[config.mk]
export PLATFORM = sky130hd
export DESIGN_NAME = zxuno_flash_spi
export DESIGN_NICKNAME = d
export VERILOG_FILES = /design/src/rtl/zxuno_flash_spi.sv
export SDC_FILE = /design/constraint.sdc
export NUM_CORES = 1
export LEC_CHECK = 0
export ABC_AREA = 1
export CAP_MARGIN = 20
export CORE_AREA = 2 2 77 57
export DETAILED_ROUTE_END_ITERATION = 16
export DIE_AREA = 0 0 79 59
export HOLD_SLACK_MARGIN = 0.1
export PLACE_DENSITY = 0.72
export REMOVE_ABC_BUFFERS = 1
export SKIP_LAST_GASP = 1
export SLEW_MARGIN = 20
export SYNTH_ARGS = -nofsm -noshare
export SYNTH_HDL_FRONTEND = slang
export SYNTH_SLANG_ARGS = --single-unit
[constraint.sdc]
create_clock -name clk -period 1.3 [get_ports clk]
set_input_delay 0.26 -clock clk [delete_from_list [all_inputs] [get_ports clk]]
set_output_delay 0.26 -clock clk [all_outputs]
set_load 0.05 [all_outputs]
[src/rtl/zxuno_flash_spi.sv]
// SPI master for the boot/config flash behind the ZX-Uno SPI data and CS registers.
// Register strobes are edge-detected so each CPU I/O cycle triggers at most one action.
module zxuno_flash_spi #(
    parameter logic [7:0] REGSPI  = 8'h02,
    parameter logic [7:0] REGCS   = 8'h03,
    parameter int         HALFPER = 1
) (
    input  logic       clk,
    input  logic       rst,
    input  logic [7:0] zxuno_addr,
    input  logic       zxuno_regrd,
    input  logic       zxuno_regwr,
    input  logic [7:0] din,
    output logic [7:0] dout,
    output logic       oe_n,
    output logic       flash_cs_n,
    output logic       flash_clk,
    output logic       flash_di,
    input  logic       flash_do,
    output logic       busy
);

    localparam int CW = (HALFPER > 1) ? $clog2(HALFPER) : 1;
    localparam logic [CW-1:0] HMAX = CW'(HALFPER - 1);

    typedef enum logic [1:0] {IDLE, LOW, HIGH} state_t;

    state_t        state;
    logic          regwr_d;
    logic          regrd_d;
    logic [7:0]    tx;
    logic [7:0]    rx_shift;
    logic [7:0]    rx_data;
    logic [2:0]    bit_cnt;
    logic [CW-1:0] hcnt;
    logic          overrun;
    logic          cs_pend;
    logic          cs_pend_val;

    logic          wr_ev;
    logic          rd_end;
    logic          start;
    logic          cs_wr;
    logic [7:0]    start_data;

    assign wr_ev      = zxuno_regwr & ~regwr_d;
    assign rd_end     = ~zxuno_regrd & regrd_d;
    assign start      = (wr_ev | rd_end) && (zxuno_addr == REGSPI);
    assign cs_wr      = wr_ev && (zxuno_addr == REGCS);
    // A read-end start is a read-ahead, so it clocks out all ones.
    assign start_data = wr_ev ? din : 8'hFF;

    always_comb begin
        dout = 8'hFF;
        oe_n = 1'b1;
        if (zxuno_regrd && zxuno_addr == REGSPI) begin
            dout = rx_data;
            oe_n = 1'b0;
        end else if (zxuno_regrd && zxuno_addr == REGCS) begin
            dout = {busy, overrun, 5'b00000, flash_cs_n};
            oe_n = 1'b0;
        end
    end

    always_ff @(posedge clk) begin
        if (rst) begin
            state       <= IDLE;
            regwr_d     <= 1'b0;
            regrd_d     <= 1'b0;
            tx          <= 8'hFF;
            rx_shift    <= 8'hFF;
            rx_data     <= 8'hFF;
            bit_cnt     <= 3'd0;
            hcnt        <= '0;
            overrun     <= 1'b0;
            cs_pend     <= 1'b0;
            cs_pend_val <= 1'b1;
            flash_cs_n  <= 1'b1;
            flash_clk   <= 1'b0;
            flash_di    <= 1'b1;
            busy        <= 1'b0;
        end else begin
            regwr_d <= zxuno_regwr;
            regrd_d <= zxuno_regrd;

            // CS changes mid-byte are deferred so the flash never sees CS move during a transfer.
            if (cs_wr) begin
                overrun <= 1'b0;
                if (state == IDLE) begin
                    flash_cs_n <= din[0];
                end else begin
                    cs_pend     <= 1'b1;
                    cs_pend_val <= din[0];
                end
            end

            case (state)
                IDLE: begin
                    if (start) begin
                        state     <= LOW;
                        tx        <= start_data;
                        flash_di  <= start_data[7];
                        flash_clk <= 1'b0;
                        busy      <= 1'b1;
                        bit_cnt   <= 3'd0;
                        hcnt      <= '0;
                    end
                end
                LOW: begin
                    if (hcnt == HMAX) begin
                        hcnt      <= '0;
                        flash_clk <= 1'b1;
                        state     <= HIGH;
                    end else begin
                        hcnt <= hcnt + 1'b1;
                    end
                end
                HIGH: begin
                    if (hcnt == HMAX) begin
                        hcnt      <= '0;
                        flash_clk <= 1'b0;
                        rx_shift  <= {rx_shift[6:0], flash_do};
                        if (bit_cnt == 3'd7) begin
                            rx_data  <= {rx_shift[6:0], flash_do};
                            flash_di <= 1'b1;
                            busy     <= 1'b0;
                            state    <= IDLE;
                            cs_pend  <= 1'b0;
                            if (cs_wr) begin
                                flash_cs_n <= din[0];
                            end else if (cs_pend) begin
                                flash_cs_n <= cs_pend_val;
                            end
                        end else begin
                            bit_cnt  <= bit_cnt + 3'd1;
                            tx       <= {tx[6:0], 1'b0};
                            flash_di <= tx[6];
                            state    <= LOW;
                        end
                    end else begin
                        hcnt <= hcnt + 1'b1;
                    end
                end
                default: state <= IDLE;
            endcase

            if (start && state != IDLE) begin
                overrun <= 1'b1;
            end
        end
    end

endmodule
==> summary.md, run 1 <==
| Metric | Value |
|---|---|
| # rows | 19 |
| Yosys warning count | 0 |
| Post-synthesis xor/xnor area fraction | 0 |
| Status | finished with violations |
| Min Clock Period, post-route | 1.52 ns |
| Area contributors post-synth | dfxtp_1, nand2_1, nand3_1 |
| Clock Path Buffers | 2 |
| ANT cells | 0 |
| Post-synthesis simple-gate area fraction | 0.320 |
| IO Count | 34 |
| WL/cell | 12.9 um |
| Fin worst setup slack | -0.218 ns |
| Avg Cell Area, Syn | 7.32 um2 |
| Worst Path Required | 1.04 ns |
| Synth Area in Compound Gates | 0.140 |
| Die W | 79 um |
| Max Fclk | 659 MHz |
| H-tree levels | 2 |
| Critical path arrival | 1.26 ns |
| Die area | 4660 um2 |
| Max Cap Viol | 0 |
| Hold Slack | 0.423 ns |
| CTS tree | done |
| Final Cycle Share | 1.17 |
| Pwr per Cell Area | 844 nW/um2 |
| Post-Layout Inst Area | 2700 um2 |
| Post-synthesis mux area share | 0 |
| Final hold viol count | 0 |
| Most frequent cells in the layout | nand2_1, dfxtp_1, nand3_1 |
| Synth unique cells | 28 |
| Static leakage | 1.24 nW |
| Finished Layout Cells | 342 |
| First-pass GRT wire length | 7130 um |
| Worst VDD drop | 0.000779 V |
| Detailed placement HPWL | 2890 um |
| Clk_skew | 0.00366 ns |
| Worst skew pair latency | 0.29 ns |
| Initial antenna violation count | 0 |
| Critical path type | in2out |
| Final WL | 4420 um |
| Yosys top cell by area | dfxtp_1 |
| DRC | 0 |
| Synth top area share | 0.426 |
| Setup slack at placement | -0.859 ns |
| Root buffer cell | clkbuf_8 |
| Critical path peak fanout | 5 |
| Sequential fraction of the synthesis area | 0.426 |
| Reg clk slew, reported paths | 0.07 ns |
| Syn-to-layout area delta | 59.3% |
| Number of global-route vias before repair | 1559 |
| Worst rel slew slack | 0.784 |
| Nets | 312 |
| Congestion Overflow GR | 0 |
| Number of cells produced by synthesis | 231 |
| Layout cells sized above 1 | 0.359 |
| Clock Sinks | 36 |
| Worst setup EP type | primary output |
| Largest family of logic cells by synthesized area | simple AND/OR/NAND/NOR gates |
| Initial DRC Count | 103 |
| Max-slew violation total from the final report | 0 |
| Synth Cell Area | 1690 um2 |
| Placer Congestion | 0.782 |
| Commonest non-fill, non-tap cell in the layout | nand2_1 |
| Total negative slack | -1.64 ns |
| Largest net degree at the start of global routing | 16 |
| Placed Area | 2280 um2 |
| Post-Synth Adder-Cell Area | 0.0148 |
| Design Power | 2.27 mW |
| TritonRoute pass-1 iters | 4 |
| Count of state elements after synthesis | 36 |
| Final setup fails | 10 |
| Final ANT Viol Nets | 0 |
| CP startpoint kind | primary input |
| RSZ-0062 raised after global routing | true |
| Final core utilization | 0.700 |
| Initial core utilization | 0.439 |
| Measured slew at the worst slew-check pin | 0.324 ns |
| Vias per inst | 5.03 |
| Worst hold path class | in2reg |
| Chip height | 59 um |
| Total track usage | 0.198 |
| DR vias | 1719 |
| Failing checks | setup timing |
| Cells after DPL | 327 |
| CTS Buf Count | 5 |
| Std-Cell Core Area | 3850 um2 |
| I/O Buffers | 33 |
synth_stat cells, drive strengths merged:
cell type  count
a21oi          7
a22oi          2
buf            3
clkbuf         2
clkinv         1
dfxtp         36
ha             2
inv           33
nand2         53
nand3         34
nand4          3
nor2          21
nor3           2
o211ai         5
o21ai         22
o221ai         3
o22ai          2
cell type report:
class                      instances  area (um2)
inverter                          34         140
sequential                        36         724
fill                             288        1160
tap                               52        65.1
clock inverter                     3        42.5
multi-input combinational        157        1030
timing repair buffer              55         624
clock buffer                       5        68.8
cell families (layout without fill, tap and decap cells):
kind of cell,after synthesis,in the layout
flops,36,36
simple gates,113,114
buf+inv,39,97
compound gates,41,41
fa+ha+maj,2,2
power by group:
part           internal [mW]  switching (mW)
Clock                  0.567           0.410
Sequential              1.11         0.00160
Combinational         0.0954          0.0925
critical path, cell delays in order:
cell and delay, ns:
buf_8 0.10, nor2_4 0.10, nand2_2 0.07, nor2_4 0.16, buf_12 0.12, nand2_4 0.08, o21ai_2 0.19, buf_12 0.16
worst paths after layout:
path | start | to | slack [ns] | cells after the start
worst max-delay path | zxuno_addr[3] | dout[1] | -0.22 | 8
worst min-delay path | zxuno_regrd | regrd_d$_SDFF_PP0_ | 0.42 | 4
worst max register to register | bit_cnt[0]$_SDFFE_PP0P_ | tx[2]$_SDFFE_PP1P_ | 0 | 7
worst min register to register | rx_shift[0]$_SDFFE_PP1P_ | rx_shift[0]$_SDFFE_PP1P_ | 0.46 | 2
registers in the layout, summed over array words and instances, names as in the netlist, 2 cells and up:
register,flops
state,2
bit_cnt,3
tx,7
rx_data,8
rx_shift,7
routing by layer:
| metal | vias to the layer above | global-route usage | part of all wire |
|---|---|---|---|
| li1 | 879 | - | - |
| met1 | 792 | 0.259 | 0.46 |
| met2 | 41 | 0.333 | 0.48 |
| met3 | 7 | 0.0412 | 0.042 |
| met4 | 0 | 0.0665 | 0.012 |
| met5 | - | 0 | 0 |
repair_timing:
action	4_1_cts	5_1_grt
gates resized for setup	68	38
hold endpoints to repair	0	0
endpoints found under the setup margin	30	25
hold buffers	0	0
cloned	1	0
setup buffers	4	2
pin swaps	12	11
No activity file was read; power rests on OpenSTA's default activity.
==> run 2, diff against run 1 <==
--- a/config.mk
+++ b/config.mk
@@ -12,6 +12,7 @@
 export DIE_AREA = 0 0 79 59
 export HOLD_SLACK_MARGIN = 0.1
 export PLACE_DENSITY = 0.72
+export RECOVER_POWER = 100
 export REMOVE_ABC_BUFFERS = 1
 export SKIP_LAST_GASP = 1
 export SLEW_MARGIN = 20
==> run 2 against run 1 <==
  * The run still ends with setup timing left
  * Maximum frequency is essentially flat
  * Critical path depth is the same
  * Combinational power shrank 3%
  * Count of clock-buffer cells in the layout is the same
  * Cell area shrank 4.1%
  * Cell count is the same
  * First-iteration DRC count shrank 8.7%
  * Non-clock buffer count is the same
  * Global-route usage is the same
  * Hold slack gained 0.00091 ns
  * Total power shrank 0.37%
  * Clock skew is essentially flat
  * Critical endpoint unchanged
  * Largest cell class unchanged
  * Largest power group unchanged
==> summary.md, run 2 (same netlist as run 1, synthesis figures left out) <==
| Metric | Value |
|---|---|
| Worst hold path class | in2reg (unchanged) |
| Min Clock Period, post-route | 1.52 ns (about the same) |
| Design Power | 2.27 mW (about the same) |
| Fin worst setup slack | -0.219 ns (was -0.218 ns) |
| Critical path peak fanout | 5 (unchanged) |
| Critical path arrival | 1.26 ns (about the same) |
| Nets | 312 (unchanged) |
| Worst rel slew slack | 0.782 (was 0.784) |
| RSZ-0062 raised after global routing | true (unchanged) |
| Final setup fails | 16 (was 10) |
| Initial antenna violation count | 0 (unchanged) |
| Final ANT Viol Nets | 0 (unchanged) |
| Final core utilization | 0.671 (was 0.700) |
| Max Cap Viol | 0 (unchanged) |
| Largest register FFs | 8 (unchanged) |
| Pwr per Cell Area | 876 nW/um2 (was 844 nW/um2) |
| CP startpoint kind | primary input (unchanged) |
| Measured slew at the worst slew-check pin | 0.326 ns (was 0.324 ns) |
| Worst Hold Depth | 4 (unchanged) |
| # rows | 19 (unchanged) |
| WL/cell | 12.9 um (about the same) |
| R2R depth | 7 (unchanged) |
| Initial DRC Count | 94 (was 103) |
| Most frequent cells in the layout | nand2_1, dfxtp_1, nand3_1 (unchanged) |
| Std-Cell Core Area | 3850 um2 (unchanged) |
| Worst VDD drop | 0.000779 V (about the same) |
| DRC | 0 (unchanged) |
| CTS Buf Count | 5 (unchanged) |
| Worst skew pair latency | 0.29 ns (about the same) |
| Vias per inst | 5.04 (was 5.03) |
| Crit-path cells | buf_8 > nor2_4 > nand2_2 > nor2_4 > buf_12 > nand2_4 > o21ai_2 > buf_12 (unchanged) |
| Static leakage | 1.23 nW (was 1.24 nW) |
| H-tree levels | 2 (unchanged) |
| Largest regs | rx_data (8), rx_shift (7), tx (7) (unchanged) |
| Final Cycle Share | 1.17 (about the same) |
| Slowest stage delay, CP | 0.19 ns (about the same) |
| ANT cells | 0 (unchanged) |
| Final WL | 4410 um (was 4420 um) |
| Worst setup EP type | primary output (unchanged) |
| Commonest non-fill, non-tap cell in the layout | nand2_1 (unchanged) |
| First-pass GRT wire length | 7130 um (unchanged) |
| IO Count | 34 (unchanged) |
| Total track usage | 0.198 (unchanged) |
| Final hold viol count | 0 (unchanged) |
| Initial core utilization | 0.439 (unchanged) |
| Critical path type | in2out (unchanged) |
| Die W | 79 um (unchanged) |
| Chip height | 59 um (unchanged) |
| Layout cells sized above 1 | 0.352 (was 0.359) |
| Clk_skew | 0.00318 ns (was 0.00366 ns) |
| Reg2reg setup slack | -0.06 ns (was 0 ns) |
| Clock Path Buffers | 2 (unchanged) |
| Clock Sinks | 36 (unchanged) |
| Largest Register | rx_data (unchanged) |
| Root buffer cell | clkbuf_8 (unchanged) |
| Placer Congestion | 0.782 (unchanged) |
| Number of global-route vias before repair | 1559 (unchanged) |
| Max Fclk | 658 MHz (was 659 MHz) |
| Syn-to-layout area delta | 52.8% (was 59.3%) |
| Status | finished with violations (unchanged) |
| Failing checks | setup timing (unchanged) |
| Fillers | 307 (was 288) |
| TritonRoute pass-1 iters | 4 (unchanged) |
| Die area | 4660 um2 (unchanged) |
| Detailed placement HPWL | 2890 um (unchanged) |
| I/O Buffers | 33 (unchanged) |
| Largest net degree at the start of global routing | 16 (unchanged) |
| Crit path max-delay cell type | o21ai_2 (unchanged) |
| CTS tree | done (unchanged) |
| Congestion Overflow GR | 0 (unchanged) |
| DR vias | 1724 (was 1719) |
| Max-slew violation total from the final report | 0 (unchanged) |
| Reg clk slew, reported paths | 0.07 ns (about the same) |
| Worst Path Required | 1.04 ns (about the same) |
run 2: path summary, 6_finish.rpt:
check	start	end
worst max-delay path	zxuno_addr[3]	dout[1]
worst min-delay path	zxuno_regrd	regrd_d$_SDFF_PP0_
worst max register to register	bit_cnt[0]$_SDFFE_PP0P_	tx[2]$_SDFFE_PP1P_
worst min register to register	rx_shift[0]$_SDFFE_PP1P_	rx_shift[0]$_SDFFE_PP1P_
run 2: area by class of cell:
class                           instances  area, um2  share of cell area
Inverter                               34        140              0.0542
Timing Repair Buffer                   55        541               0.209
Multi-Input combinational cell        157       1000               0.388
Sequential cell                        36        724               0.280
Tap cell                               52       65.1              0.0252
Clock buffer                            5       68.8              0.0266
Clock inverter                          3       42.5              0.0165
run 2: repair_timing:
action / CTS / global route
pin swaps: 12 / 11
cloned: 1 / 0
buffers inserted: 4 / 2
hold buffers: 0 / 0
setup endpoints to repair: 30 / 25
resized for setup: 68 / 38
run 2: metrics by stage:
step / setup slack, ns / hold slack (ns) / instance area (um2) / instances / setup TNS (ns)
2_1_floorplan: -0.845 / 0.329 / 1660 / 226 / -5.35
3_3_place_gp: -0.780 / 0.443 / 2280 / 327 / -12.42
3_5_place_dp: -0.859 / 0.443 / 2280 / 327 / -13.75
4_1_cts: -0.233 / 0.459 / 2510 / 340 / -1.81
5_1_grt: -0.256 / 0.451 / 2580 / 342 / -3.46
6_report: -0.219 / 0.424 / 2580 / 342 / -1.90
run 2: worst max-delay path: cells and delay by family:
| kind | cells | cell delay, ns |
|---|---|---|
| and+or+nand+nor | 4 | 0.41 |
| buffers and inverters | 3 | 0.38 |
| AOI/OAI and AO/OA | 1 | 0.19 |
run 2: routing by layer:
layer	vias up	GRT usage	wire length (um)
met5	-	0	0
met4	0	0.0665	61
met3	9	0.0412	187
met2	42	0.333	2140
met1	793	0.259	2030
li1	880	-	-
run 2: power by group:
part | internal [mW] | switching [mW] | leakage (nW) | total, mW
logic | 0.0905 | 0.0924 | 0.879 | 0.183
registers | 1.11 | 0.00145 | 0.293 | 1.11
clock network | 0.567 | 0.407 | 0.0541 | 0.974
total | 1.76 | 0.501 | 1.23 | 2.27
==> run 3, diff against run 2 <==
--- a/config.mk
+++ b/config.mk
@@ -5,13 +5,12 @@
 export SDC_FILE = /design/constraint.sdc
 export NUM_CORES = 1
 export LEC_CHECK = 0
-export ABC_AREA = 1
 export CAP_MARGIN = 20
-export CORE_AREA = 2 2 77 57
+export CORE_AREA = 2 2 75 55
 export DETAILED_ROUTE_END_ITERATION = 16
-export DIE_AREA = 0 0 79 59
+export DIE_AREA = 0 0 77 57
 export HOLD_SLACK_MARGIN = 0.1
-export PLACE_DENSITY = 0.72
+export PLACE_DENSITY = 0.75
 export RECOVER_POWER = 100
 export REMOVE_ABC_BUFFERS = 1
 export SKIP_LAST_GASP = 1
==> run 3 against run 2 <==
  * The run still ends with setup timing left
  * First-iteration DRC count down 11%
  * Sequential power barely moved
  * Clock power is essentially flat
  * Routed wire length rose by 24%
  * Non-clock buffer count is 24 higher
  * Critical endpoint is now dout[5]
==> summary.md, run 3 <==
| Metric | Value |
|---|---|
| Root buffer cell | clkbuf_8 (unchanged) |
| Clock Path Buffers | 2 (unchanged) |
| ANT cells | 0 (unchanged) |
| Min Clock Period, post-route | 1.55 ns (was 1.52 ns) |
| Critical path peak fanout | 5 (unchanged) |
| RSZ-0062 raised after global routing | true (unchanged) |
| Die area | 4390 um2 (was 4660 um2) |
| Hold Startpoint | zxuno_regrd (unchanged) |
| Nets | 286 (was 312) |
| Number of flops mapped to enable cells by yosys | 0 (unchanged) |
| Worst-case hold path end point | regrd_d$_SDFF_PP0_ (unchanged) |
| Detailed placement HPWL | 3140 um (was 2890 um) |
| Slowest stage delay, CP | 0.31 ns (was 0.19 ns) |
| Static leakage | 1.16 nW (was 1.23 nW) |
| Initial DRC Count | 84 (was 94) |
| Final WL | 5490 um (was 4410 um) |
| CTS tree | done (unchanged) |
| Number of cells produced by synthesis | 192 (was 231) |
| Crit path top cell by count | buf_6 |
| Worst Path Required | 1.04 ns (about the same) |
| IO Count | 34 (unchanged) |
| Syn-to-layout area delta | 70.2% (was 52.8%) |
| Synth top area share | 0.451 (was 0.426) |
| Avg Cell Area, Syn | 8.32 um2 (was 7.32 um2) |
| Pwr per Cell Area | 844 nW/um2 (was 876 nW/um2) |
| Post-synth top cells | dfxtp_1, nand2_1, nand3_1 (was nand2_1, dfxtp_1, nand3_1) |
| Critical path arrival | 1.29 ns (was 1.26 ns) |
| Max Fclk | 643 MHz (was 658 MHz) |
| DRC | 0 (unchanged) |
| WL/cell | 17.4 um (was 12.9 um) |
| Post-synthesis simple-gate area fraction | 0.279 (was 0.320) |
| Crit-path cells | buf_6 > nor4_4 > and3_4 > inv_4 > a21o_1 > buf_6 (was buf_8 > nor2_4 > nand2_2 > nor2_4 > buf_12 > nand2_4 > o21ai_2 > buf_12) |
| Final core utilization | 0.724 (was 0.671) |
| Reg clk slew, reported paths | 0.07 ns (about the same) |
| First-pass GRT wire length | 7940 um (was 7130 um) |
| R2R depth | 6 (was 7) |
| Sequential fraction of the synthesis area | 0.451 (was 0.426) |
| Final Cycle Share | 1.20 (was 1.17) |
| Initial antenna violation count | 0 (unchanged) |
| Post-Synth Adder-Cell Area | 0.0157 (was 0.0148) |
| Die W | 77 um (was 79 um) |
| Worst setup EP type | primary output (unchanged) |
| Count of state elements after synthesis | 36 (unchanged) |
| Post-synthesis mux area share | 0.0251 (was 0) |
| CTS Buf Count | 5 (unchanged) |
| Area contributors post-synth | dfxtp_1, nand3_1, nand2_1 (was dfxtp_1, nand2_1, nand3_1) |
| Design Power | 2.30 mW (was 2.27 mW) |
| Largest net degree at the start of global routing | 15 (was 16) |
| Top-count cell post-synth | dfxtp_1 (was nand2_1) |
| Largest register FFs | 8 (unchanged) |
| TritonRoute pass-1 iters | 5 (was 4) |
| Max Cap Viol | 0 (unchanged) |
| Yosys top cell by area | dfxtp_1 (unchanged) |
| Worst skew pair latency | 0.30 ns (was 0.29 ns) |
| Worst Hold Depth | 2 (was 4) |
| # rows | 19 (unchanged) |
| Largest regs | rx_data (8), rx_shift (7), tx (7) (unchanged) |
| Final hold viol count | 0 (unchanged) |
| Crit path max-delay cell type | nor4_4 (was o21ai_2) |
| H-tree levels | 2 (unchanged) |
| Largest Register | rx_data (unchanged) |
| Layout cells sized above 1 | 0.458 (was 0.352) |
| Synth Cell Area | 1600 um2 (was 1690 um2) |
| Critical path type | in2out (unchanged) |
| Clk_skew | 0.00508 ns (was 0.00318 ns) |
| Chip height | 57 um (was 59 um) |
| Yosys warning count | 0 (unchanged) |
| Worst VDD drop | 0.000586 V (was 0.000779 V) |
| Reg2reg setup slack | -0.13 ns (was -0.06 ns) |
| Total track usage | 0.231 (was 0.198) |
| Top_reg_cell synth | dfxtp_1 (unchanged) |
| Number of global-route vias before repair | 1681 (was 1559) |
| Measured slew at the worst slew-check pin | 0.336 ns (was 0.326 ns) |
| Max-slew violation total from the final report | 0 (unchanged) |
| Status | finished with violations (unchanged) |
| Fin worst setup slack | -0.254 ns (was -0.219 ns) |
| Largest family of logic cells by synthesized area | simple AND/OR/NAND/NOR gates (unchanged) |
| CP startpoint kind | primary input (unchanged) |
| Most frequent cells in the layout | dfxtp_1, buf_4, nand3_1 (was nand2_1, dfxtp_1, nand3_1) |
| Worst rel slew slack | 0.775 (was 0.782) |
| Synth Area in Compound Gates | 0.171 (was 0.140) |
| Synth unique cells | 35 (was 28) |
| Initial core utilization | 0.425 (was 0.439) |
| Failing checks | setup timing (unchanged) |
| R2r endpoint | cs_pend$_SDFF_PP0_ (was tx[2]$_SDFFE_PP1P_) |
| Std-Cell Core Area | 3760 um2 (was 3850 um2) |
| I/O Buffers | 33 (unchanged) |
| Final ANT Viol Nets | 0 (unchanged) |
| Async SR Flop Fraction | 0 (unchanged) |
| FF-to-FF Start | state[0]$_SDFFE_PP0P_ (was bit_cnt[0]$_SDFFE_PP0P_) |
| Vias per inst | 5.54 (was 5.04) |
| Worst hold path class | in2reg (unchanged) |
| Placer Congestion | 0.820 (was 0.782) |
| Congestion Overflow GR | 0 (unchanged) |
| Final setup fails | 33 (was 16) |
| Commonest non-fill, non-tap cell in the layout | dfxtp_1 (was nand2_1) |
| Cts hold-fix bufs | 0 (unchanged) |
| Clock Sinks | 36 (unchanged) |
| Post-synthesis xor/xnor area fraction | 0 (unchanged) |
| DR vias | 1750 (was 1724) |
[run 3: cell types whose count changed after synthesis, moves of 6 or more]
| cell | previous run | this run |
|---|---|---|
| nand2_1 | 51 | 29 |
| o21ai_0 | 16 | 3 |
| nand3_1 | 33 | 27 |
| inv_1 | 27 | 6 |
| nor2_1 | 15 | 9 |
| buf_2 | 0 | 6 |
[run 3: how the worst max path moves through the flow]
stage                                        from            endpoint  slack [ns]  cells past startpoint
after CTS                           zxuno_addr[6]             dout[5]       -0.24                      6
after detailed placement            zxuno_addr[5]             dout[5]       -0.74                      6
after global routing                zxuno_addr[6]             dout[5]       -0.29                      6
after global placement              zxuno_addr[5]             dout[2]       -0.70                      6
after floorplan           bit_cnt[0]$_SDFFE_PP0P_  tx[0]$_SDFFE_PP1P_       -0.46                      5
final                               zxuno_addr[6]             dout[5]       -0.25                      6
[run 3: area by class of cell]
| cell class | instances | area [um2] |
|---|---|---|
| clock buffer | 5 | 68.8 |
| clock inverter | 3 | 42.5 |
| fill | 284 | 1040 |
| inverter | 6 | 25.0 |
| multi-input combinational | 135 | 1050 |
| sequential | 36 | 731 |
| tap | 52 | 65.1 |
| timing repair buffer | 79 | 734 |
[run 3: cells by family (layout without fill, tap and decap cells)]
kind of cell | count (synthesis) | after routing
AND/OR/NAND/NOR | 89 | 89
AO/OA/AOI/OAI | 40 | 40
flip-flops | 36 | 36
buffers and inverters | 21 | 93
multiplexers | 4 | 4
adder cells (fa/ha/maj) | 2 | 2
[run 3: repair_timing]
item,4_1_cts,5_1_grt
gates cloned,1,0
pin swaps,18,17
resized for setup,83,45
setup endpoints to repair,35,38
setup buffers,3,5
[run 3: where the power goes]
part | switching (mW) | internal, mW | leakage, nW
registers | 0.00312 | 1.10 | 0.294
clock network | 0.433 | 0.567 | 0.0541
logic | 0.0885 | 0.102 | 0.808
total | 0.525 | 1.77 | 1.16
[run 3: metrics by stage]
step	setup WS, ns	cell area [um2]	hold slack, ns	TNS (ns)	std cells
after floorplan	-0.463	1530	0.329	-7.47	177
after global placement	-0.702	2240	0.445	-16.74	299
after detailed placement	-0.741	2240	0.456	-17.58	299
after CTS	-0.245	2560	0.403	-2.41	311
after global routing	-0.285	2720	0.431	-5.21	316
final	-0.254	2720	0.404	-3.68	316
[run 3: routing by layer]
layer,GRT usage,up-vias,part of all wire
met2,0.363,64,0.48
li1,-,825,-
met3,0.0585,15,0.064
met1,0.302,846,0.43
met5,0,-,0
met4,0.110,0,0.024
[run 3: critical path, delay by kind of cell]
kind	cells	cell delay (ns)
buffers and inverters	3	0.30
and+or+nand+nor	2	0.57
AOI/OAI and AO/OA	1	0.17
